[src/rtl/hb_pwm_dt_multi.sv]
// Multi-channel half-bridge PWM: shared edge-aligned carrier, double-buffered duty,
// per-channel dead-time FSM and a periodic interrupt square wave.
module hb_pwm_dt_multi #(
  parameter int CH       = 2,
  parameter int DW       = 10,
  parameter int PERIOD   = 600,
  parameter int DEADTIME = 20,
  parameter int INT_DIV  = 10,
  parameter int INT_HIGH = 5
) (
  input  logic             clk,
  input  logic             rst_n,
  input  logic             ce,
  input  logic [CH*DW-1:0] d,
  output logic [CH-1:0]    s,
  output logic [CH-1:0]    nots,
  output logic             clk_int,
  output logic             period_start
);

  localparam int CW = $clog2(PERIOD);
  localparam int SW = DW + 1;
  localparam int IW = $clog2(INT_DIV);
  localparam int TW = $clog2(DEADTIME + 1);

  typedef enum logic [2:0] {
    IDLE   = 3'd0,
    OFF    = 3'd1,
    DT_ON  = 3'd2,
    ON     = 3'd3,
    DT_OFF = 3'd4
  } state_t;

  logic [CW-1:0] cnt_r;
  logic [IW-1:0] int_cnt_r;
  logic [IW-1:0] int_nxt_s;
  logic          wrap_s;
  logic [SW-1:0] shadow_r    [CH];
  state_t        state_r     [CH];
  state_t        state_nxt_s [CH];
  logic [TW-1:0] dt_r        [CH];
  logic [TW-1:0] dt_nxt_s    [CH];
  logic [CH-1:0] ref_s;

  // Shadow is one bit wider than d so that a full-period duty is representable.
  function automatic logic [SW-1:0] sat_duty(input logic [DW-1:0] w);
    if ({1'b0, w} > SW'(PERIOD)) begin
      return SW'(PERIOD);
    end else begin
      return {1'b0, w};
    end
  endfunction

  // Carrier wrap detection and interrupt counter next value.
  always_comb begin
    wrap_s    = (cnt_r == CW'(PERIOD - 1));
    int_nxt_s = int_cnt_r;
    if (period_start) begin
      if (int_cnt_r == IW'(INT_DIV - 1)) begin
        int_nxt_s = '0;
      end else begin
        int_nxt_s = int_cnt_r + IW'(1);
      end
    end else begin
      int_nxt_s = int_cnt_r;
    end
  end

  // Carrier counter, period strobe and interrupt square wave.
  always_ff @(posedge clk or negedge rst_n) begin
    if (!rst_n) begin
      cnt_r        <= '0;
      int_cnt_r    <= '0;
      clk_int      <= 1'b0;
      period_start <= 1'b0;
    end else if (!ce) begin
      cnt_r        <= '0;
      int_cnt_r    <= '0;
      clk_int      <= 1'b0;
      period_start <= 1'b0;
    end else begin
      cnt_r        <= wrap_s ? '0 : cnt_r + CW'(1);
      period_start <= wrap_s;
      int_cnt_r    <= int_nxt_s;
      clk_int      <= (int_nxt_s < IW'(INT_HIGH));
    end
  end

  // Duty shadows survive ce=0 and only reload at the carrier start.
  always_ff @(posedge clk or negedge rst_n) begin
    if (!rst_n) begin
      for (int i = 0; i < CH; i++) begin
        shadow_r[i] <= '0;
      end
    end else if (ce && (cnt_r == '0)) begin
      for (int i = 0; i < CH; i++) begin
        shadow_r[i] <= sat_duty(d[i*DW +: DW]);
      end
    end
  end

  // On-request per channel and dead-time FSM next state.
  always_comb begin
    for (int i = 0; i < CH; i++) begin
      ref_s[i]       = (SW'(cnt_r) < shadow_r[i]);
      state_nxt_s[i] = state_r[i];
      dt_nxt_s[i]    = dt_r[i];
      case (state_r[i])
        IDLE: begin
          state_nxt_s[i] = OFF;
        end
        OFF: begin
          if (ref_s[i]) begin
            state_nxt_s[i] = DT_ON;
            dt_nxt_s[i]    = '0;
          end else begin
            state_nxt_s[i] = OFF;
          end
        end
        DT_ON: begin
          if (!ref_s[i]) begin
            state_nxt_s[i] = OFF;
          end else if (dt_r[i] == TW'(DEADTIME - 1)) begin
            state_nxt_s[i] = ON;
          end else begin
            dt_nxt_s[i] = dt_r[i] + TW'(1);
          end
        end
        ON: begin
          if (!ref_s[i]) begin
            state_nxt_s[i] = DT_OFF;
            dt_nxt_s[i]    = '0;
          end else begin
            state_nxt_s[i] = ON;
          end
        end
        DT_OFF: begin
          if (ref_s[i]) begin
            state_nxt_s[i] = ON;
          end else if (dt_r[i] == TW'(DEADTIME - 1)) begin
            state_nxt_s[i] = OFF;
          end else begin
            dt_nxt_s[i] = dt_r[i] + TW'(1);
          end
        end
        default: begin
          state_nxt_s[i] = IDLE;
        end
      endcase
    end
  end

  // Gate outputs decode from the single next state, so s and nots can never overlap.
  always_ff @(posedge clk or negedge rst_n) begin
    if (!rst_n) begin
      s    <= '0;
      nots <= '0;
      for (int i = 0; i < CH; i++) begin
        state_r[i] <= IDLE;
        dt_r[i]    <= '0;
      end
    end else if (!ce) begin
      s    <= '0;
      nots <= '0;
      for (int i = 0; i < CH; i++) begin
        state_r[i] <= IDLE;
        dt_r[i]    <= '0;
      end
    end else begin
      for (int i = 0; i < CH; i++) begin
        state_r[i] <= state_nxt_s[i];
        dt_r[i]    <= dt_nxt_s[i];
        s[i]       <= (state_nxt_s[i] == ON);
        nots[i]    <= (state_nxt_s[i] == OFF);
      end
    end
  end

endmodule

[config.mk]
export PLATFORM = sky130hd
export DESIGN_NAME = hb_pwm_dt_multi
export DESIGN_NICKNAME = d
export VERILOG_FILES = /design/src/rtl/hb_pwm_dt_multi.sv
export SDC_FILE = /design/constraint.sdc
export NUM_CORES = 1
export LEC_CHECK = 0
export ABC_AREA = 1
export CAP_MARGIN = 20
export CORE_MARGIN = 2
export CORE_UTILIZATION = 45
export CTS_CLUSTER_DIAMETER = 200
export DETAILED_ROUTE_END_ITERATION = 8
export SKIP_LAST_GASP = 1
export SLEW_MARGIN = 30
export SYNTH_ARGS = -nofsm -noshare
export SYNTH_HDL_FRONTEND = slang
export SYNTH_SLANG_ARGS = --single-unit
export TNS_END_PERCENT = 10
[constraint.sdc]
create_clock -name clk -period 1.9 [get_ports clk]
set_input_delay 0.57 -clock clk [delete_from_list [all_inputs] [get_ports clk]]
set_output_delay 0.57 -clock clk [all_outputs]
set_load 0.03 [all_outputs]
==> key figures, run 1 <==
Run status
  • Status: finished, violations left
  • Failing checks: negative setup slack

Pwr
  • P_sw: about 990 uW
  • P_leak: about 2.1 nW
  • Switch share: 31.66%
  • Gate power share: around 28%
  • Worst VDD drop: approximately 390 uV
  • Clock share of power: approximately 28%
  • Int Pwr: 2.136 mW
  • Sequential share of power: between 40% and 50%
  • PD cells: between 700 and 800 mW/mm^2

CTS
  • CTS buffer count: 5
  • Max Buffers Root-to-Sink: 2
  • CTS root buf: clkbuf_8
  • Hold_buf cts: 0
  • Sink Count: 56
  • CTS tree: built
  • H-tree Lvls: 2
  • Clock-pin slew on the worst setup and hold paths: ~100 ps
  • Clock Latency Late Sink: 310 ps

GRT
  • Overflow after GRT: 0
  • First-pass GRT wire length: 12170 microns
  • Initial antenna violation count: 0
  • Vias in the first global route: 2701
  • GR Util All Layers: between 10% and 20%
  • Pin count of the biggest net entering global routing: 57

Floorplanning
  • Die area: around 0.0082 sq mm
  • Die H: 90.34 microns
  • Ports: 29
  • Initial Utilization: a little under half
  • Die W: about 90 microns
  • Core area: 0.007253 sq mm
  • Site Rows: 31

Route
  • DR vias/cell: just over 5
  • Routed wire per std cell: approximately 12 microns
  • DR iter-0 viols: between 150 and 200
  • Post-Route WL: between 7000 and 8000 microns
  • Drc violations: 0
  • TritonRoute pass-1 iters: 4
  • Detailed-route via count: slightly below 3000
  • Antenna Nets Post-Route: 0

Logic synthesis
  • Synth Register Bits: 56
  • Post-Syn Instances: around 430
  • Mapped cell area: approximately 0.0034 sq mm
  • Register area share after synthesis: a little over two fifths
  • Post-Syn Nets: between 400 and 500
  • Async SR Flop Fraction: 100.0%
  • Post-synth EDFFs: 0
  • Synth warn: 0
  • Mean Syn Cell Area: between 7 and 8 sq um
  • Post-synth top flop: dfrtp_1
  • Synth cell types: 33

Setup path
  • Critical path origin: cnt_r[8]$_DFF_PN0_
  • R2r endpoint: dt_r[0]$_DFFE_PN0P_
  • Reg2reg start: cnt_r[8]$_DFF_PN0_
  • Critical Path Source Type: flip-flop
  • Worst EP required: approximately 2100 ps
  • Critical Path Sink: dt_r[0]$_DFFE_PN0P_
  • Nature of the critical path endpoint: flip-flop
  • Worst path arrival time: roughly 2100 ps
  • R2r worst-path depth: 12
  • Critical path peak fanout: 5
  • Slack of the worst reg-to-reg path: -10 ps
  • CP Class: flip-flop to flip-flop

Final layout
  • Ant diodes: 0
  • Commonest non-fill, non-tap cells in the layout: nand2_1, inv_1, dfrtp_1
  • Fin cells: just under 600
  • Area delta synth->final: 23.35%
  • Nets: 532
  • Share of cells above drive strength 1: between 10% and 20%
  • Most common cell after layout, fill and taps aside: nand2_1

Placed design
  • DP Cell Count: 576
  • DP HPWL: 5331 microns
  • Count of input and output buffers: 28
  • Routability cong.: 0.8815

Hold path
  • Hold Crit Class: input pin to asynchronous set/reset pin

Timing
  • Clock skew: around 4 ps
  • Final Hold Viols: 0
  • RSZ-0062 raised after global routing: true
  • Tmin final: ~1900 ps
  • Final setup fails: 1
  • Slew Limit Fails: 0
  • Slew headroom: between 60% and 70%
  • Fin crit share: 100.7%
  • Worst Tran Pin Value: approximately 480 ps
  • Fin Setup TNS: -13.53 ps
  • Post-route setup slack: -13.53 ps
  • Max Fclk: 522.6 MHz

Run
  • Number of max-cap violations: 0
## final cells by class
class	count	area, sq um
Clock buffer	7	96.34
Multi-Input combinational cell	296	1737
Inverter	75	281.5
Clock inverter	1	30.03
Fill cell	696	3115
Tap cell	99	123.9
Timing Repair Buffer	51	465.4
Sequential cell	56	1404
## metal layers
layer / vias up / part of all wire [%] / global-route usage (%)
li1: 1510 / - / -
met1: 1389 / 48 / 23.87
met2: 55 / 48 / 30.83
met3: 6 / 3.4 / 2.838
met4: 0 / 1.1 / 4.231
met5: - / 0 / 0
## registers in the layout, indices dropped and copies added, names as in the netlist
signal and cells:
cnt_r 10, int_cnt_r 4, period_start 1, state_r 6, clk_int 1, dt_r 10
s 2, nots 2, shadow_r 20
## repair_timing
action | in CTS | in global routing
pin swaps | 0 | 9
gates resized for setup | 1 | 26
buffers inserted | 0 | 1
cloned | 0 | 0
setup endpoints to repair | 14 | 27
## power by group through the flow
stage                     logic, mW  clock network, mW  registers (mW)
after floorplan               0.503                  0            1.44
after global placement        0.802                  0            1.41
after detailed placement      0.820                  0            1.41
after CTS                     0.824              0.882            1.39
after global routing          0.983              0.931            1.40
final                         0.873              0.867            1.39
## worst max-delay path, stage by stage, from the launching register on
cell and delay (ps):
dfrtp_2 490, ha_4 290, nand2_2 60, nor2_2 120
nand2_1 120, nor2_2 120, nor2_2 60, buf_4 130
nand3_1 80, nand2_2 80, buf_6 130, nand4_1 70
nand2_1 60
## Yosys cell counts, drive strengths merged (2+ instances only)
master / count / area share (%)
nand2: 87 / 9.7
nand4: 12 / 2.2
ha: 24 / 9.0
nor3: 10 / 1.6
o21a: 3 / 0.67
buf: 5 / 0.97
nor2: 52 / 5.9
dfrtp: 56 / 42
nor4: 4 / 0.93
xor2: 7 / 1.8
a22oi: 7 / 1.6
o21ai: 15 / 2.2
a21boi: 2 / 0.45
or2: 3 / 0.71
o22ai: 4 / 1.5
a21oi: 12 / 2.1
inv: 74 / 8.3
nand3: 51 / 7.6
## cell families after synthesis
kind of cell | after synthesis | share of synthesized area (%)
buffers and inverters | 81 | 9.474
and+or+nand+nor | 220 | 28.98
AOI/OAI and AO/OA | 44 | 8.728
adders and majority gates | 24 | 8.952
DFF | 56 | 41.78
xor gates and xnor gates | 8 | 2.089
## through the flow
stage	power (mW)	instance area [sq um]	setup WS [ps]	hold slack [ps]	utilization (%)
floorplan	1.943	3354	248.7	274.4	-
CTS	3.091	4020	-53.00	257.7	55.43
global route	3.316	4138	-118.6	266.0	57.05
detailed placement	2.230	3895	-162.9	483.0	53.70
finish	3.125	4138	-13.53	235.6	57.05
global placement	2.208	3895	-160.4	476.1	53.70
## worst min path at each step
| stage | to | depth (start not counted) | slack (ps) |
|---|---|---|---|
| 6_report | nots[0]$_DFF_PN0_ | 2 | 240 |
| 5_1_grt | nots[0]$_DFF_PN0_ | 2 | 270 |
| 4_1_cts | nots[0]$_DFF_PN0_ | 2 | 260 |
| 3_5_place_dp | shadow_r[20]$_DFFE_PN0P_ | 1 | 480 |
| 3_3_place_gp | cnt_r[0]$_DFF_PN0_ | 1 | 480 |
| 2_1_floorplan | clk_int$_DFF_PN0_ | 0 | 270 |
(Power assumes the default switching activity.)
==> run 2, diff against run 1 <==
SKIP_LAST_GASP = not set   (was 1)
==> key figures, run 2 (synthesis gave the netlist of run 1 again) <==
Timing
  • Worst Tran Pin Value: 476.8 ps (-0.6821 ps)
  • Slew Limit Fails: 0 (unchanged)
  • Final setup fails: 0 (-1)
  • Clock skew: 4.439 ps (+0.5224 ps)
  • Post-route setup slack: 6.440 ps (+19.97 ps)
  • Hold slack: 231.6 ps (-4.009 ps)
  • Final Hold Viols: 0 (unchanged)
  • Slew headroom: 68.00% (about the same)
  • RSZ-0062 raised after global routing: true
  • Max Fclk: 528.1 MHz (+1.1%)
  • Fin crit share: 99.66% (-1.1 points)
  • Tmin final: 1894 ps (-19.97 ps)

Final layout
  • Max reg flops: 20 (unchanged)
  • Nets: 532 (unchanged)
  • Commonest non-fill, non-tap cells in the layout: nand2_1, inv_1, dfrtp_1
  • Filler cell count: 691 (-0.72%)
  • Area delta synth->final: 23.91%
  • Share of cells above drive strength 1: 14.40% (+0.62 points)
  • Ant diodes: 0 (unchanged)
  • Most common cell after layout, fill and taps aside: nand2_1
  • Top reg by flops: shadow_r
  • Top flop regs: shadow_r x20, cnt_r x10, dt_r x10

Run status
  • Status: completed

Setup path
  • Critical Path Source Type: flip-flop
  • Critical path peak fanout: 5 (unchanged)
  • CP Class: flip-flop to flip-flop
  • Worst path arrival time: 2100 ps (-20 ps)
  • Reg2reg start: cnt_r[8]$_DFF_PN0_
  • Worst EP required: 2110 ps (about the same)
  • Nature of the critical path endpoint: flip-flop
  • Critical path origin: cnt_r[8]$_DFF_PN0_

Route
  • DR iter-0 viols: 158 (-0.63%)
  • Drc violations: 0 (unchanged)
  • TritonRoute pass-1 iters: 4 (unchanged)
  • DR vias/cell: 5.031 (-0.57%)
  • Antenna Nets Post-Route: 0 (unchanged)
  • Post-Route WL: 7252 microns (+0.71%)
  • Detailed-route via count: 2943 (-0.57%)
  • Routed wire per std cell: 12.40 microns (+0.71%)

Hold path
  • Hold Crit Class: input pin to asynchronous set/reset pin

GRT
  • Gr busiest metal: met2
  • Initial antenna violation count: 0 (unchanged)
  • Pin count of the biggest net entering global routing: 57 (unchanged)
  • Grt met3 use: 2.838% (unchanged)
  • M1 GR Usage: 23.87% (unchanged)
  • Vias in the first global route: 2709 (+0.30%)
  • First-pass GRT wire length: 12200 microns (+0.23%)
  • GR Util All Layers: 17.98% (+0.036 points)
  • Met2 GRT Util: 30.95% (+0.13 points)
  • Overflow after GRT: 0 (unchanged)

Floorplanning
  • Core area: 0.007253 sq mm (unchanged)
  • Initial Utilization: 46.25% (unchanged)
  • Die W: 90.34 microns (unchanged)
  • Ports: 29 (unchanged)
  • Die H: 90.34 microns (unchanged)
  • Die area: 0.008161 sq mm (unchanged)
  • Site Rows: 31 (unchanged)

Pwr
  • Worst VDD drop: 388.0 uV (+0.28%)
  • PD cells: 752.7 mW/mm^2 (-0.34%)
  • P_leak: 2.142 nW (+2.5%)

Placed design
  • Placement Setup Slack: -162.9 ps (unchanged)
  • Routability cong.: 0.8815 (unchanged)
  • DP HPWL: 5331 microns (unchanged)
  • Count of input and output buffers: 28 (unchanged)

CTS
  • CTS root buf: clkbuf_8
  • Clock Latency Late Sink: 310 ps (about the same)
  • Max Buffers Root-to-Sink: 2 (unchanged)
  • H-tree Lvls: 2 (unchanged)
  • Sink Count: 56 (unchanged)
  • Clock-pin slew on the worst setup and hold paths: 100 ps (about the same)
  • CTS tree: built
  • CTS buffer count: 5 (unchanged)

Run
  • Number of max-cap violations: 0 (unchanged)
-- run 2: cell count changes in the layout (fill, tap and decap cells not counted), sizes merged --
cell and delta:
dlygate4sd2 +1, clkdlybuf4s50 -4, dlymetal6s2s +3
-- run 2: routing by layer --
| metal | wire length, microns | up-vias |
|---|---|---|
| met2 | 3457 | 53 |
| met5 | 0 | - |
| met4 | 77 | 0 |
| met3 | 258 | 6 |
| li1 | - | 1510 |
| met1 | 3459 | 1374 |
-- run 2: worst paths after layout --
check                                                end  slack, ps  cells after the start
worst max-delay path                 dt_r[0]$_DFFE_PN0P_          6                     12
worst min-delay path                   nots[0]$_DFF_PN0_        230                      2
worst max register to register       dt_r[0]$_DFFE_PN0P_          6                     12
worst min register to register  shadow_r[20]$_DFFE_PN0P_        500                      1
max in group asynchronous             cnt_r[9]$_DFF_PN0_       1390                      2
min in group clk                shadow_r[20]$_DFFE_PN0P_        500                      1
-- run 2: what timing repair did --
item                                    CTS  global route
setup buffers                             0             1
hold buffers                              0             0
endpoints found under the setup margin   14            25
resized for setup                         5            30
pin swaps                                 0             8
-- run 2: power by group --
part           internal, mW  total [mW]  switching, mW
Combinational         0.347       0.876          0.530
Clock                 0.466       0.868          0.402
Sequential             1.32        1.38         0.0647
-- run 2: metrics by stage --
stage | cell area [sq um] | total power [mW] | utilization (%) | std cells | setup TNS [ps]
5_1_grt | 4156 | 3.318 | 57.31 | 585 | -559.6
6_report | 4156 | 3.129 | 57.31 | 585 | 0
2_1_floorplan | 3354 | 1.943 | - | 433 | 0
3_5_place_dp | 3895 | 2.230 | 53.70 | 576 | -2739
4_1_cts | 4030 | 3.096 | 55.56 | 584 | 0
3_3_place_gp | 3895 | 2.208 | 53.70 | 576 | -2751
-- run 2: cell type report --
cell class	count	area, sq um	share of cell area [%]
Clock buffer	7	96.34	2.318
Clock inverter	1	30.03	0.7225
Inverter	75	281.5	6.773
Multi-Input combinational cell	296	1749	42.08
Sequential cell	56	1404	33.77
Tap cell	99	123.9	2.980
Timing Repair Buffer	51	471.7	11.35
-- run 2: worst max-delay path, stage by stage (launching register included) --
cell and delay, ps:
dfrtp_2 490, ha_4 290, nand2_2 60, nor2_2 140
nand2_2 90, nor2_2 110, nor2_2 60, buf_4 130
nand3_1 80, nand2_2 80, buf_6 130, nand4_1 70
nand2_1 60
